$ cat src/rtl/speriph_port_arbiter_pkg.sv
// Shared cluster constants for the peripheral interconnect plugs
// and small helpers used by the per-plug arbiters.
package speriph_port_arbiter_pkg;

   localparam int SPER_NB_MASTERS      = 8;
   localparam int SPER_MAX_OUTSTANDING = 4;

   localparam int SPER_EOC_ID      = 0;
   localparam int SPER_TIMER_ID    = 1;
   localparam int SPER_EVENT_U_ID  = 2;
   localparam int SPER_HWPE_ID     = 3;
   localparam int SPER_ICACHE_ID   = 4;
   localparam int SPER_DMA_ID      = 5;
   localparam int SPER_EXT_ID      = 6;
   localparam int SPER_DBG_ID      = 7;
   localparam int NB_SPERIPH_PLUGS = 8;

   function automatic int rr_next(input int idx, input int n);
      return (idx + 1 >= n) ? 0 : idx + 1;
   endfunction

endpackage

$ cat src/rtl/speriph_port_arbiter_rr_select.sv
// Pointer-based priority search: first requester at or after
// ptr_i, wrapping around the request vector.
module speriph_rr_select #(
   parameter int N  = 8,
   parameter int IW = (N > 1) ? $clog2(N) : 1
) (
   input  logic [N-1:0]  req_i,
   input  logic [IW-1:0] ptr_i,
   output logic [IW-1:0] idx_o,
   output logic          valid_o
);

   int            j;
   logic [IW-1:0] jj;

   always_comb begin
      idx_o   = '0;
      valid_o = 1'b0;
      j       = 0;
      jj      = '0;
      for (int i = 0; i < N; i++) begin
         j = int'(ptr_i) + i;
         if (j >= N) j = j - N;
         jj = IW'(j);
         if (!valid_o && req_i[jj]) begin
            valid_o = 1'b1;
            idx_o   = jj;
         end
      end
   end

endmodule

$ cat src/rtl/speriph_port_arbiter.sv
// Round-robin arbiter sharing one peripheral slave plug among the
// cluster masters, with outstanding-transaction limiting.
module speriph_port_arbiter
   import speriph_port_arbiter_pkg::*;
#(
   parameter int NB_MASTERS      = SPER_NB_MASTERS,
   parameter int ADDR_WIDTH      = 32,
   parameter int DATA_WIDTH      = 32,
   parameter int MAX_OUTSTANDING = SPER_MAX_OUTSTANDING,
   parameter int BE_WIDTH        = DATA_WIDTH / 8
) (
   input  logic                                  clk_i,
   input  logic                                  rst_ni,
   input  logic [NB_MASTERS-1:0]                 req_i,
   input  logic [NB_MASTERS-1:0][ADDR_WIDTH-1:0] add_i,
   input  logic [NB_MASTERS-1:0]                 wen_i,
   input  logic [NB_MASTERS-1:0][DATA_WIDTH-1:0] wdata_i,
   input  logic [NB_MASTERS-1:0][BE_WIDTH-1:0]   be_i,
   output logic [NB_MASTERS-1:0]                 gnt_o,
   output logic [NB_MASTERS-1:0]                 r_valid_o,
   output logic [DATA_WIDTH-1:0]                 r_rdata_o,
   output logic                                  r_opc_o,
   output logic                                  req_o,
   output logic [ADDR_WIDTH-1:0]                 add_o,
   output logic                                  wen_o,
   output logic [DATA_WIDTH-1:0]                 wdata_o,
   output logic [BE_WIDTH-1:0]                   be_o,
   output logic [NB_MASTERS-1:0]                 id_o,
   input  logic                                  gnt_i,
   input  logic                                  r_valid_i,
   input  logic [NB_MASTERS-1:0]                 r_id_i,
   input  logic [DATA_WIDTH-1:0]                 r_rdata_i,
   input  logic                                  r_opc_i,
   output logic                                  err_o
);

   localparam int IW = (NB_MASTERS > 1) ? $clog2(NB_MASTERS) : 1;
   localparam int CW = $clog2(MAX_OUTSTANDING + 1);
   localparam logic [CW-1:0] CNT_MAX = CW'(MAX_OUTSTANDING);

   logic [IW-1:0] rr_q, rr_d;
   logic [IW-1:0] lock_idx_q, lock_idx_d;
   logic          lock_q, lock_d;
   logic [CW-1:0] cnt_q, cnt_d;
   logic          err_q, err_d;

   logic [IW-1:0] sel_idx, win_idx;
   logic          sel_valid, win_valid;
   logic          hs, dec, id_onehot, resp_ok, resp_bad;

   speriph_rr_select #(
      .N  (NB_MASTERS),
      .IW (IW)
   ) u_rr_select (
      .req_i   (req_i),
      .ptr_i   (rr_q),
      .idx_o   (sel_idx),
      .valid_o (sel_valid)
   );

   // A stalled winner stays locked so the slave sees a stable request.
   always_comb begin
      win_idx   = sel_idx;
      win_valid = sel_valid;
      if (lock_q && req_i[lock_idx_q]) begin
         win_idx   = lock_idx_q;
         win_valid = 1'b1;
      end
      if (!rst_ni) win_valid = 1'b0;
   end

   always_comb begin
      req_o   = win_valid && (cnt_q < CNT_MAX);
      add_o   = '0;
      wen_o   = 1'b0;
      wdata_o = '0;
      be_o    = '0;
      id_o    = '0;
      gnt_o   = '0;
      if (win_valid) begin
         add_o         = add_i[win_idx];
         wen_o         = wen_i[win_idx];
         wdata_o       = wdata_i[win_idx];
         be_o          = be_i[win_idx];
         id_o[win_idx] = 1'b1;
      end
      if (req_o && gnt_i) gnt_o[win_idx] = 1'b1;
   end

   assign hs        = req_o && gnt_i;
   assign id_onehot = (r_id_i != '0)
                   && ((r_id_i & (r_id_i - NB_MASTERS'(1))) == '0);
   assign dec       = r_valid_i && (cnt_q != '0);
   assign resp_ok   = dec && id_onehot;
   assign resp_bad  = r_valid_i && (!id_onehot || (cnt_q == '0));

   assign r_valid_o = resp_ok ? r_id_i : '0;
   assign r_rdata_o = r_rdata_i;
   assign r_opc_o   = r_opc_i;
   assign err_o     = err_q;

   always_comb begin
      rr_d       = rr_q;
      lock_d     = req_o && !gnt_i;
      lock_idx_d = win_idx;
      cnt_d      = cnt_q;
      err_d      = err_q || resp_bad;
      if (hs) rr_d = IW'(rr_next(int'(win_idx), NB_MASTERS));
      case ({hs, dec})
         2'b10:   cnt_d = cnt_q + CW'(1);
         2'b01:   cnt_d = cnt_q - CW'(1);
         default: cnt_d = cnt_q;
      endcase
   end

   always_ff @(posedge clk_i or negedge rst_ni) begin
      if (!rst_ni) begin
         rr_q       <= '0;
         lock_q     <= 1'b0;
         lock_idx_q <= '0;
         cnt_q      <= '0;
         err_q      <= 1'b0;
      end else begin
         rr_q       <= rr_d;
         lock_q     <= lock_d;
         lock_idx_q <= lock_idx_d;
         cnt_q      <= cnt_d;
         err_q      <= err_d;
      end
   end

endmodule

$ cat config.mk
export PLATFORM = sky130hd
export DESIGN_NAME = speriph_port_arbiter
export DESIGN_NICKNAME = d
export VERILOG_FILES = /design/src/rtl/speriph_port_arbiter_pkg.sv /design/src/rtl/speriph_port_arbiter_rr_select.sv /design/src/rtl/speriph_port_arbiter.sv
export SDC_FILE = /design/constraint.sdc
export NUM_CORES = 1
export LEC_CHECK = 0
export CAP_MARGIN = 40
export CORE_AREA = 2 2 286 288
export DETAILED_ROUTE_END_ITERATION = 12
export DIE_AREA = 0 0 288 290
export MAX_ROUTING_LAYER = met4
export PLACE_DENSITY_LB_ADDON = 0.1
export SLEW_MARGIN = 10
export SYNTH_ARGS = -nofsm -noshare
export SYNTH_HDL_FRONTEND = slang
export SYNTH_SLANG_ARGS = --single-unit
$ cat constraint.sdc
create_clock -name clk_i -period 11.6 [get_ports clk_i]
set_clock_uncertainty 0.2 [all_clocks]
set_input_delay 2.32 -clock clk_i [delete_from_list [all_inputs] [get_ports clk_i]]
set_output_delay 2.32 -clock clk_i [all_outputs]
set_load 0.02 [all_outputs]
## Word-level counts from Yosys, hierarchy flattened

Cells that the tools add are included.

- Flip-flop bits (word level): 11
- Latch bits: 0
- RAM bits: 0
- Memory bits (read-only): 0
- Output and inout bits: 128
- Word-level logic and storage cells: 144
- Memories kept: 0

- $add $sub $neg: 19
- Multipliers: 0
- Div/mod/pow operators: 0
- Magnitude comparators: 21
- Equal/unequal tests: 2
- Shift-type cells: 0
- Multiplexer cells: 64
- Bitwise operators: 1
- Reductions and logical operators: 32

Operators by type and width:

| operator | count |
|---|---|
| binary-select mux 32 bit (select 3 bit) | 2 |
| two-way mux 32 bit | 4 |
| two-way mux 3 bit | 18 |
| less-than comparator 3 x 4 -> 1 bit, second input constant | 10 |
| >= comparator 4 bit, second input constant | 8 |
| binary-select mux 1 bit (select 3 bit) | 10 |
| subtractor 3 x 1 -> 3 bit, second input constant | 9 |
| two-way mux 8 bit | 3 |
| two-way mux 1 bit | 22 |
| adder 3 x 3 -> 4 bit, second input constant | 4 |
| logical AND 1 bit | 16 |
| binary-select mux 4 bit (select 3 bit) | 1 |
| logical NOT 1 bit | 9 |
| adder 3 x 1 -> 4 bit, second input constant | 2 |
| adder 3 x 2 -> 4 bit, second input constant | 2 |
| bitwise AND 8 bit | 1 |
| logical NOT 8 bit | 1 |
| two-way mux 4 bit | 2 |
| nonzero test 8 bit | 1 |
| subtractor 8 x 1 -> 8 bit, second input constant | 1 |
| one-hot mux 3 bit (2 select lines) | 1 |
| >= comparator 3 x 4 -> 1 bit, second input constant | 1 |
| adder 3 x 1 -> 3 bit, second input constant | 1 |
| demux 1 bit (select 3 bit) | 1 |
| 8 further kinds | 9 |

## Longest topological paths before layout

Gate-level depths: netlist of run 1.

- Word-level depth: 32
- Gate-level depth with buffers: 22

## Hierarchy

From an unflattened synthesis of run 1, not the netlist that was laid out.

- Cells, all modules: 1056
- Area total of the unflattened synthesis: 7562.3 sq um

By module, submodules not included:

| module | times used | cells each | area an instance (sq um) | seq. area each (sq um) |
|---|---|---|---|---|
| speriph_port_arbiter | 1 | 946 | 6578.8 | 275.3 |
| speriph_rr_select | 1 | 110 | 983.4 | 0.0 |

## Least setup slack after synthesis of run 1

No wires, ideal clock.

- Path kind: input to output
- Start: input req_i[2]
- End: output wdata_o[30]
- Data arrival time: 5803 ps
- Data required time: 9080 ps
- Path slack: 3277 ps
- Stages: 11
- Buffers on the path: 3
- Cells stage by stage: mux4_2 -> mux2_4 -> and3_1 -> a311o_1 -> or4_1 -> buf_2 -> nand3_2 -> buf_2 -> buf_4 -> o22ai_1 -> a2111oi_0

- Word-level cells in the longest chain between the ends: 28

RTL lines:

| item | RTL line | RTL |
|---|---|---|
| start, declared | speriph_port_arbiter.sv:14 | `input logic [NB_MASTERS-1:0] req_i,` |
| binary-select mux 1 bit (select 3 bit) | speriph_port_arbiter_rr_select.sv:25 | `if (!valid_o && req_i[jj]) begin` |
| two-way mux 1 bit (implied by the code) | speriph_port_arbiter_rr_select.sv:25 |  |
| two-way mux 1 bit | speriph_port_arbiter_rr_select.sv:25 |  |
| logical NOT 1 bit | speriph_port_arbiter_rr_select.sv:25 |  |
| logical AND 1 bit | speriph_port_arbiter_rr_select.sv:25 |  |
| two-way mux 1 bit | speriph_port_arbiter_rr_select.sv:25 |  |
| logical NOT 1 bit | speriph_port_arbiter_rr_select.sv:25 |  |
| logical AND 1 bit | speriph_port_arbiter_rr_select.sv:25 |  |
| [... 12 more ...] | -- |  |
| two-way mux 1 bit | speriph_port_arbiter_rr_select.sv:25 |  |
| logical NOT 1 bit | speriph_port_arbiter_rr_select.sv:25 |  |
| logical AND 1 bit | speriph_port_arbiter_rr_select.sv:25 |  |
| two-way mux 3 bit | speriph_port_arbiter_rr_select.sv:25 |  |
| two-way mux 3 bit | speriph_port_arbiter.sv:65 | `if (lock_q && req_i[lock_idx_q]) begin` |
| binary-select mux 32 bit (select 3 bit) | speriph_port_arbiter.sv:83 | `wdata_o = wdata_i[win_idx];` |
| two-way mux 32 bit (implied by the code) | speriph_port_arbiter.sv:83 |  |
| two-way mux 32 bit (*) | speriph_port_arbiter.sv:80 | `if (win_valid) begin` |
| end, declared | speriph_port_arbiter.sv:26 | `output logic [DATA_WIDTH-1:0] wdata_o,` |

Mark *: on every way between the ends. The rest lies on a longest branch, timed or not. The select of a mux whose other input is x is not followed.

## Final worst setup path of run 1

- Start: input req_i[3]
- End: output add_o[16]

- Word-level cells in the longest chain between the ends: 28

RTL lines:

| item | RTL line | RTL |
|---|---|---|
| binary-select mux 1 bit (select 3 bit) | speriph_port_arbiter_rr_select.sv:25 |  |
| two-way mux 1 bit (implied by the code) | speriph_port_arbiter_rr_select.sv:25 |  |
| two-way mux 1 bit | speriph_port_arbiter_rr_select.sv:25 |  |
| logical NOT 1 bit | speriph_port_arbiter_rr_select.sv:25 |  |
| logical AND 1 bit | speriph_port_arbiter_rr_select.sv:25 |  |
| two-way mux 1 bit | speriph_port_arbiter_rr_select.sv:25 |  |
| logical NOT 1 bit | speriph_port_arbiter_rr_select.sv:25 |  |
| logical AND 1 bit | speriph_port_arbiter_rr_select.sv:25 |  |
| [... 12 more ...] | -- |  |
| two-way mux 1 bit | speriph_port_arbiter_rr_select.sv:25 |  |
| logical NOT 1 bit | speriph_port_arbiter_rr_select.sv:25 |  |
| logical AND 1 bit | speriph_port_arbiter_rr_select.sv:25 |  |
| two-way mux 3 bit | speriph_port_arbiter_rr_select.sv:25 |  |
| two-way mux 3 bit | speriph_port_arbiter.sv:65 |  |
| binary-select mux 32 bit (select 3 bit) | speriph_port_arbiter.sv:81 | `add_o = add_i[win_idx];` |
| two-way mux 32 bit (implied by the code) | speriph_port_arbiter.sv:81 |  |
| two-way mux 32 bit (*) | speriph_port_arbiter.sv:80 |  |
| end, declared | speriph_port_arbiter.sv:24 | `output logic [ADDR_WIDTH-1:0] add_o,` |

Marks and branches as above.

==> flow_summary_export.csv, run 1 <==
group,metric,value,unit
run_status,run_status,"complete, no violations",
placement,dp_hpwl,57570,microns
floorplanning,core_area,80160,sq um
worst_setup_path,setup.worst_path.start,"req_i[3]",
floorplanning,die-width,288,microns
detailed_routing,initialDrtViolationCount,576,
worst_setup_path,timing.critical_path.arrival,7.60,ns
clock_network,cts_made_buffers,3,
layout,final_layout_size_suffix_gt1_frac,0.1074,
worst_setup_path,critical_path_required_time,9.08,ns
global_route,grt_first_pass_wirelength,100300,microns
global_route,grt_pass1_vias,12740,
global_route,number_of_antenna_violations_at_the_first_check_in_global_routing,27,
run,timing.max_cap.violations,0,
synth,netlist_top_cells_area,"mux2_2 (7.0%), mux2i_1 (6.7%), o21ai_0 (6.3%)",
worst_setup_path,worstSetupPathType,"in -> out",
clock_network,clock_sink_count,11,
synth,cells_after_synth,1089,
sta,postLayoutSetupSlackWorst,1.482,ns
synth,synth.most_common_cell,"o21ai_0",
clock_network,clockBufferDepth,2,
detailed_routing,dr.pass1.iters,6,
synth,synth_common_cells,"o21ai_0 (101), clkbuf_1 (74), nor3_1 (58)",
worst_setup_path,cp-start-kind,"input pin",
worst_hold_path,worst_hold_path_type,"reg -> reg",
detailed_routing,vias,11871,
detailed_routing,final_antenna_net_count,0,
clock_network,cts.repair_timing.setup_buffer_count,0,
layout,layout.area.seq,275.3,sq um
sta,slew-limit-headroom,0.4269,
clock_network,tritoncts,"yes",
synth,mappedNetlistArea,8079,sq um
global_route,gr-total-overflow,0,
clock_network,hold_buffers,0,
synth,ys_async_sr_fraction,1.000,
worst_hold_path,hold_start,"err_o",
detailed_routing,avgRoutedWirePerCell,27.00,microns
clock_network,cts_repair_resize_count,0,
placement,gp_congestion,0.8442,
global_route,track_usage,0.1707,
global_route,pin_count_of_the_biggest_net_entering_global_routing,83,
synth,synth.yosys.warnings,0,
worst_setup_path,maximum_net_fanout_on_the_critical_path,49,
synth,area_share_of_the_largest_cell_type_after_synthesis,0.06969,
synth,synth.yosys.seq_area_share,0.03407,
sta,grt_setup_unrepaired,"false",
sta,slew_viol_final,0,
sta,final_hold_violation_count,0,
clock_network,worst_skew_pair.late_latency,0.24,ns
synth,synth.ff_latch_count,11,
synth,synth.largest_area_cell,"mux2_2",
worst_setup_path,timing.critical_path.to_type,"output pin",
clock_network,cts.root.buffer_cell,"clkbuf_16",
synth,number_of_enable_flip_flop_cells_after_synthesis,0,
sta,setup_violators_final,0,
floorplanning,floorplan.die.height,290,microns
synth,post_synth.cell_area_avg,7.419,sq um
floorplanning,core.rowCount,104,
layout,total_nets_final,2231,
synth,synth_nets,1699,
sta,fmax,98.83,MHz
placement,placed_cells_incl_taps,2676,
synth,synth_flop_cell,"dfrtp_1",
sta,finalWorstPathRequiredPeriod,10.12,ns
floorplanning,initial_utilization,0.1008,
layout,final_standard_cell_count_with_taps_included_and_fillers_excluded,2705,
placement,dp_worst_setup_slack,1.480,ns
sta,final_min_period_over_clock_period,0.8723,
detailed_routing,routed_via_density,4.389,
detailed_routing,final_routed_drc_violation_total,0,
worst_setup_path,worstReg2RegStart,"rr_q[0]",
sta,totalNegativeSetupSlack,0,ns
floorplanning,design.portCount,733,
layout,syn2layout_area_growth,95.34,%
placement,port_buffers,666,
detailed_routing,drt_wl_total,73050,microns
synth,ys_types,81,
clock_network,cts_htree_levels,1,
sta,worstMarginPinSlew,0.8545,ns
layout,area_of_combinational_cells_with_multiple_inputs,6788,sq um
floorplanning,fp.dieArea,83520,sq um
layout,fillerInstances,9038,
clock_network,clk_transition_reported_paths,0.04,ns
==> logic make-up after synthesis <==
kind of cell               count (synthesis)  share of synthesized area
DFF                                       11                    0.03407
and+or+nand+nor                          307                     0.2408
xor gates and xnor gates                   7                   0.007589
buffers and inverters                    218                     0.1369
AOI/OAI and AO/OA                        415                     0.3774
muxes                                    125                     0.1933
adders and majority gates                  6                   0.009912
==> placed cells by master, fill, tap and decap left out, types with 24 or more instances in the layout <==
| cell type | synthesis | final |
|---|---|---|
| a211o_1 | 26 | 26 |
| a211oi_1 | 45 | 45 |
| a21oi_1 | 35 | 35 |
| a222oi_1 | 28 | 28 |
| buf_4 | 42 | 30 |
| clkdlybuf4s50_1 | 0 | 666 |
| diode_2 | 0 | 25 |
| inv_1 | 35 | 35 |
| mux2_2 | 50 | 50 |
| mux2i_1 | 54 | 54 |
| nand2_1 | 31 | 30 |
| nand3_1 | 26 | 26 |
| nand4_1 | 26 | 26 |
| nor2_1 | 26 | 24 |
| nor3_1 | 58 | 58 |
| nor4_1 | 33 | 33 |
| o21ai_0 | 101 | 101 |
| o221ai_1 | 28 | 28 |
| o22ai_1 | 30 | 30 |
==> worst paths after layout <==
path                            endpoint  slack (ns)  depth (start not counted)
min in group asynchronous       cnt_q[0]        2.29                          1
max                            add_o[16]        1.48                         12
max in group asynchronous  lock_idx_q[2]        8.48                          1
max reg2reg                     cnt_q[2]        6.29                         15
min                                err_o        0.28                          1
min reg2reg                        err_o        0.28                          1
==> registers in the layout, summed over array words and instances, names as in the netlist <==
| name | cells |
|---|---|
| lock_q | 1 |
| cnt_q | 3 |
| err_o | 1 |
| rr_q | 3 |
| lock_idx_q | 3 |
==> layout make-up <==
cell class | count | share of cell area
flip-flops and latches | 11 | 0.01744
repair buffers | 706 | 0.4497
inverters | 39 | 0.009752
diodes | 25 | 0.003964
clock buffers | 4 | 0.004995
well taps | 1060 | 0.08404
multi-input cells | 860 | 0.4301
==> routing by layer <==
layer	track usage	up-vias	routed length [microns]
met1	0.1982	5872	29640
met2	0.3093	460	38050
li1	-	5487	-
met3	0.03042	52	4152
met5	-	-	0
met4	0.02464	0	1196
==> metrics by stage <==
step	utilization	hold WS, ns	cell area, sq um
3_3_place_gp	0.1931	0.2663	15480
5_1_grt	0.1969	0.3006	15780
6_report	0.1969	0.2772	15780
4_1_cts	0.1961	0.2882	15720
3_5_place_dp	0.1951	0.2782	15640
2_1_floorplan	-	0.2688	8079
==> worst max-delay path, stage by stage <==
cell             delay (ns)
clkdlybuf4s50_1        0.63
mux4_2                 0.65
mux2i_1                0.42
nand3_1                0.29
o31ai_1                0.58
o21ai_4                0.15
inv_4                  0.58
buf_4                  0.42
nor3_1                 0.07
o21ai_0                0.41
nor4b_2                0.33
clkdlybuf4s50_1        0.67
Power of run 1 is left out: the tool's default activity adds up to more than one toggle a clock period on the data nets, which glitch-free logic cannot reach.
==> run 2: changes to the inputs <==
==> constraint.sdc (replaced) <==
create_clock -name clk_i -period 11.9 [get_ports clk_i]
set_clock_uncertainty 0.2 [all_clocks]
set_input_delay 2.38 -clock clk_i [delete_from_list [all_inputs] [get_ports clk_i]]
set_output_delay 2.38 -clock clk_i [all_outputs]
set_load 0.02 [all_outputs]
==> flow_summary_export.csv, run 2 (synthesis results as in run 1) <==
group,metric,value,unit
clock_network,hold_buffers,0,
floorplanning,die-width,288,microns
run_status,run_status,"complete, no violations",
placement,gp_congestion,0.8464,
worst_setup_path,cp-start-kind,"input pin",
sta,final_min_period_over_clock_period,0.9088,
clock_network,cts.repair_timing.setup_buffer_count,0,
sta,finalWorstPathRequiredPeriod,10.82,ns
placement,dp_hpwl,57910,microns
detailed_routing,routed_via_density,4.374,
detailed_routing,avgRoutedWirePerCell,27.34,microns
run,timing.max_cap.violations,0,
floorplanning,core.rowCount,104,
clock_network,cts_made_buffers,3,
clock_network,clock_sink_count,11,
global_route,grtUsageMet1,0.2007,
layout,layout.cells.most_common,"clkdlybuf4s50_1",
clock_network,cts_repair_resize_count,0,
detailed_routing,drt_wl_total,73840,microns
worst_setup_path,maximum_net_fanout_on_the_critical_path,80,
global_route,globalRoute.busiestLayer,"met2",
floorplanning,core_area,80160,sq um
global_route,track_usage,0.1727,
layout,syn2layout_area_growth,94.47,%
sta,final_hold_violation_count,0,
global_route,pin_count_of_the_biggest_net_entering_global_routing,110,
placement,postPlaceCellArea,15580,sq um
layout,reg.largest.list,"cnt_q: 3 flops, lock_idx_q: 3 flops, rr_q: 3 flops",
sta,slew_viol_final,0,
sta,fmax,92.46,MHz
detailed_routing,final_routed_drc_violation_total,0,
detailed_routing,vias,11814,
layout,layout.area.seq,275.3,sq um
placement,port_buffers,666,
floorplanning,fp.dieArea,83520,sq um
worst_setup_path,critical_path_required_time,9.32,ns
sta,slew-limit-headroom,0.3946,
global_route,grt_first_pass_wirelength,100900,microns
sta,setup_violators_final,0,
clock_network,worst_skew_pair.late_latency,0.24,ns
global_route,grt_pass1_vias,12438,
floorplanning,initial_utilization,0.1008,
global_route,global_route.usage.met2,0.3127,
global_route,grt_util_met3,0.03868,
worst_hold_path,worst_hold_path_type,"reg -> reg",
sta,worstMarginPinSlew,0.9026,ns
layout,most_used_cells_in_the_layout_excluding_fill_and_tap_cells,"clkdlybuf4s50_1 (666), o21ai_0 (101), nor3_1 (58)",
sta,grt_setup_unrepaired,"false",
worst_setup_path,worstSetupPathType,"in -> out",
floorplanning,design.portCount,733,
global_route,gr-total-overflow,0,
sta,totalNegativeSetupSlack,0,ns
clock_network,cts_htree_levels,1,
detailed_routing,final_antenna_net_count,0,
floorplanning,floorplan.die.height,290,microns
layout,area_of_combinational_cells_with_multiple_inputs,6788,sq um
clock_network,clk_transition_reported_paths,0.04,ns
detailed_routing,dr.pass1.iters,6,
layout,fillerInstances,9129,
worst_setup_path,timing.critical_path.arrival,8.24,ns
global_route,number_of_antenna_violations_at_the_first_check_in_global_routing,26,
clock_network,cts.root.buffer_cell,"clkbuf_16",
clock_network,clockBufferDepth,2,
detailed_routing,initialDrtViolationCount,732,
worst_setup_path,timing.critical_path.to_type,"output pin",
clock_network,tritoncts,"yes",
layout,total_nets_final,2230,
layout,final_layout_size_suffix_gt1_frac,0.1062,
layout,fin_area,15710,sq um
==> run 2: changes by cell type in the layout (fill, tap and decap cells not counted), sizes merged <==
cell,previous run,this run
diode,25,22
buf,40,39
==> run 2: path summary, 6_finish.rpt <==
| kind | from | endpoint | slack, ns | depth (start not counted) |
|---|---|---|---|---|
| min in group asynchronous | rst_ni | lock_idx_q[0] | 2.37 | 1 |
| max reg2reg | rr_q[0] | cnt_q[2] | 6.24 | 16 |
| max | req_i[3] | add_o[3] | 1.08 | 13 |
| max in group asynchronous | rst_ni | cnt_q[2] | 8.69 | 1 |
| min | err_o | err_o | 0.28 | 1 |
| min reg2reg | err_o | err_o | 0.28 | 1 |
==> run 2: worst max-delay path: stages <==
cell,delay [ns]
clkdlybuf4s50_1,0.62
mux4_2,0.62
mux2i_4,0.29
o221ai_1,0.23
a21oi_1,0.26
o22a_2,0.64
nand3_4,0.40
inv_6,0.49
buf_12,0.48
mux2_2,0.32
o22ai_1,0.09
a211oi_1,0.52
clkdlybuf4s50_1,0.76
==> run 2: final cells by class <==
type / count / share of cell area
antenna: 22 / 0.003504
clock buffer: 4 / 0.005017
inverter: 39 / 0.009795
multi-input combinational: 860 / 0.4320
sequential: 11 / 0.01752
tap: 1060 / 0.08442
timing repair buffer: 705 / 0.4477
==> run 2: metal layers <==
metal,wire length [microns],vias to the layer above
met5,0,-
met4,395,0
met3,5313,28
met2,38560,495
met1,29570,5818
li1,-,5473
==> run 2: stage by stage <==
step	util	hold WS, ns	std cells	setup WS, ns
after floorplan	-	0.2688	1089	3.457
after global placement	0.1930	0.2659	2667	0.8515
after detailed placement	0.1943	0.2659	2675	1.008
after CTS	0.1953	0.2782	2679	1.018
after global routing	0.1960	0.2985	2700	0.7590
final	0.1960	0.2772	2701	1.085
Power of run 2 is left out for the same reason.
==> run 3: changes to the inputs <==
--- a/config.mk
+++ b/config.mk
@@ -7,6 +7,7 @@
 export LEC_CHECK = 0
 export CAP_MARGIN = 40
 export CORE_AREA = 2 2 286 288
+export CTS_BUF_LIST = sky130_fd_sc_hd__clkbuf_16
 export DETAILED_ROUTE_END_ITERATION = 12
 export DIE_AREA = 0 0 288 290
 export MAX_ROUTING_LAYER = met4
==> flow_summary_export.csv, run 3 (synthesis results as in run 1) <==
group,metric,value,unit
clock_network,cts.root.buffer_cell,"clkbuf_16",
floorplanning,die-width,288,microns
detailed_routing,routed_via_density,4.377,
worst_setup_path,timing.critical_path.arrival,8.23,ns
floorplanning,core.rowCount,104,
floorplanning,design.portCount,733,
worst_setup_path,timing.critical_path.to_type,"output pin",
worst_setup_path,rrSetupSlack,6.24,ns
sta,worstMarginPinSlew,0.9026,ns
detailed_routing,drt_wl_total,73820,microns
clock_network,cts_htree_levels,1,
global_route,gr-total-overflow,0,
worst_setup_path,worstSetupPathType,"in -> out",
global_route,track_usage,0.1727,
detailed_routing,final_antenna_net_count,0,
sta,slew-limit-headroom,0.3946,
detailed_routing,initialDrtViolationCount,732,
sta,fmax,92.47,MHz
clock_network,worst_skew_pair.late_latency,0.24,ns
sta,grt_setup_unrepaired,"false",
floorplanning,initial_utilization,0.1008,
run_status,run_status,"complete, no violations",
layout,syn2layout_area_growth,94.47,%
clock_network,cts_repair_resize_count,0,
global_route,grt_pass1_vias,12438,
worst_hold_path,worst_hold_path_type,"reg -> reg",
global_route,pin_count_of_the_biggest_net_entering_global_routing,110,
worst_hold_path,timing.hold.worst_path_depth,1,
placement,dp_hpwl,57910,microns
floorplanning,floorplan.die.height,290,microns
worst_setup_path,max_stage_delay,0.76,ns
worst_setup_path,cp-start-kind,"input pin",
worst_setup_path,worst_r2r_endpoint,"cnt_q[2]",
clock_network,tritoncts,"yes",
clock_network,hold_buffers,0,
worst_setup_path,critical_path_required_time,9.32,ns
worst_hold_path,hold_start,"err_o",
detailed_routing,final_routed_drc_violation_total,0,
layout,reg.largest.list,"cnt_q: 3 flops, lock_idx_q: 3 flops, rr_q: 3 flops",
global_route,grt_first_pass_wirelength,100900,microns
worst_setup_path,worstReg2RegStart,"rr_q[0]",
worst_setup_path,cpMostUsedCell,"clkdlybuf4s50_1",
detailed_routing,dr.pass1.iters,8,
sta,setup_violators_final,0,
sta,final_min_period_over_clock_period,0.9088,
clock_network,clock_sink_count,11,
placement,port_buffers,666,
layout,final_layout_size_suffix_gt1_frac,0.1062,
placement,gp_congestion,0.8464,
worst_setup_path,crit_chain,"clkdlybuf4s50_1 -> mux4_2 -> mux2i_4 -> o221ai_1 -> a21oi_1 -> o22a_2 -> nand3_4 -> inv_6 -> buf_12 -> mux2_2 -> o22ai_1 -> a211oi_1 -> clkdlybuf4s50_1",
detailed_routing,avgRoutedWirePerCell,27.33,microns
layout,total_nets_final,2230,
worst_setup_path,worstRegToRegCells,16,
run,timing.max_cap.violations,0,
sta,finalWorstPathRequiredPeriod,10.81,ns
global_route,number_of_antenna_violations_at_the_first_check_in_global_routing,26,
sta,totalNegativeSetupSlack,0,ns
layout,most_used_cells_in_the_layout_excluding_fill_and_tap_cells,"clkdlybuf4s50_1 (666), o21ai_0 (101), nor3_1 (58)",
worst_hold_path,min_delay_worst_endpoint,"err_o",
clock_network,cts_made_buffers,3,
sta,final_hold_violation_count,0,
worst_setup_path,maximum_net_fanout_on_the_critical_path,80,
detailed_routing,vias,11821,
sta,slew_viol_final,0,
layout,layout.cells.most_common,"clkdlybuf4s50_1",
clock_network,clockBufferDepth,2,
worst_setup_path,worst_path_max_delay_cell,"clkdlybuf4s50_1",
clock_network,clk_transition_reported_paths,0.04,ns
clock_network,cts.repair_timing.setup_buffer_count,0,
floorplanning,core_area,80160,sq um
floorplanning,fp.dieArea,83520,sq um
==> run 3: cell types whose count changed in the layout (fill, tap and decap cells not counted) <==
cell and delta:
inv_1 +1, clkbuf_1 -1
==> run 3: how the worst max path moves through the flow <==
stage / startpoint / endpoint / slack (ns)
2_1_floorplan: req_i[2] / wdata_o[30] / 3.46
3_3_place_gp: req_i[1] / add_o[3] / 0.85
3_5_place_dp: req_i[2] / add_o[1] / 1.01
4_1_cts: req_i[6] / add_o[1] / 1.02
5_1_grt: req_i[3] / add_o[1] / 0.76
6_report: req_i[3] / add_o[3] / 1.09
==> run 3: routing by layer <==
layer	vias up	GRT usage	part of all wire
met4	0	0.01251	0.0054
met5	-	-	0
met1	5822	0.2007	0.40
met2	498	0.3127	0.52
met3	28	0.03868	0.073
li1	5473	-	-
==> run 3: cell type report <==
class	count	area (sq um)
fill	9129	64450
timing repair buffer	705	7034
multi-input combinational	860	6788
tap	1060	1326
sequential	11	275.3
inverter	39	153.9
clock buffer	3	75.07
antenna	22	55.05
clock inverter	1	3.754
==> run 3: worst max-delay path, delay by kind of cell <==
| kind | cells | cell delay (ns) |
|---|---|---|
| buffers and inverters | 4 | 2.35 |
| AND/OR/NAND/NOR | 1 | 0.40 |
| multiplexers | 3 | 1.23 |
| AO/OA/AOI/OAI | 5 | 1.74 |
==> run 3: per-stage QoR <==
| stage | instance area (sq um) | hold WS [ns] | utilization | std cells | worst slack [ns] |
|---|---|---|---|---|---|
| 2_1_floorplan | 8079 | 0.2688 | - | 1089 | 3.457 |
| 3_5_place_dp | 15580 | 0.2659 | 0.1943 | 2675 | 1.008 |
| 3_3_place_gp | 15470 | 0.2659 | 0.1930 | 2667 | 0.8515 |
| 5_1_grt | 15710 | 0.2986 | 0.1960 | 2700 | 0.7590 |
| 6_report | 15710 | 0.2773 | 0.1960 | 2701 | 1.086 |
| 4_1_cts | 15660 | 0.2783 | 0.1953 | 2679 | 1.018 |
Power of run 3 is left out for the same reason.
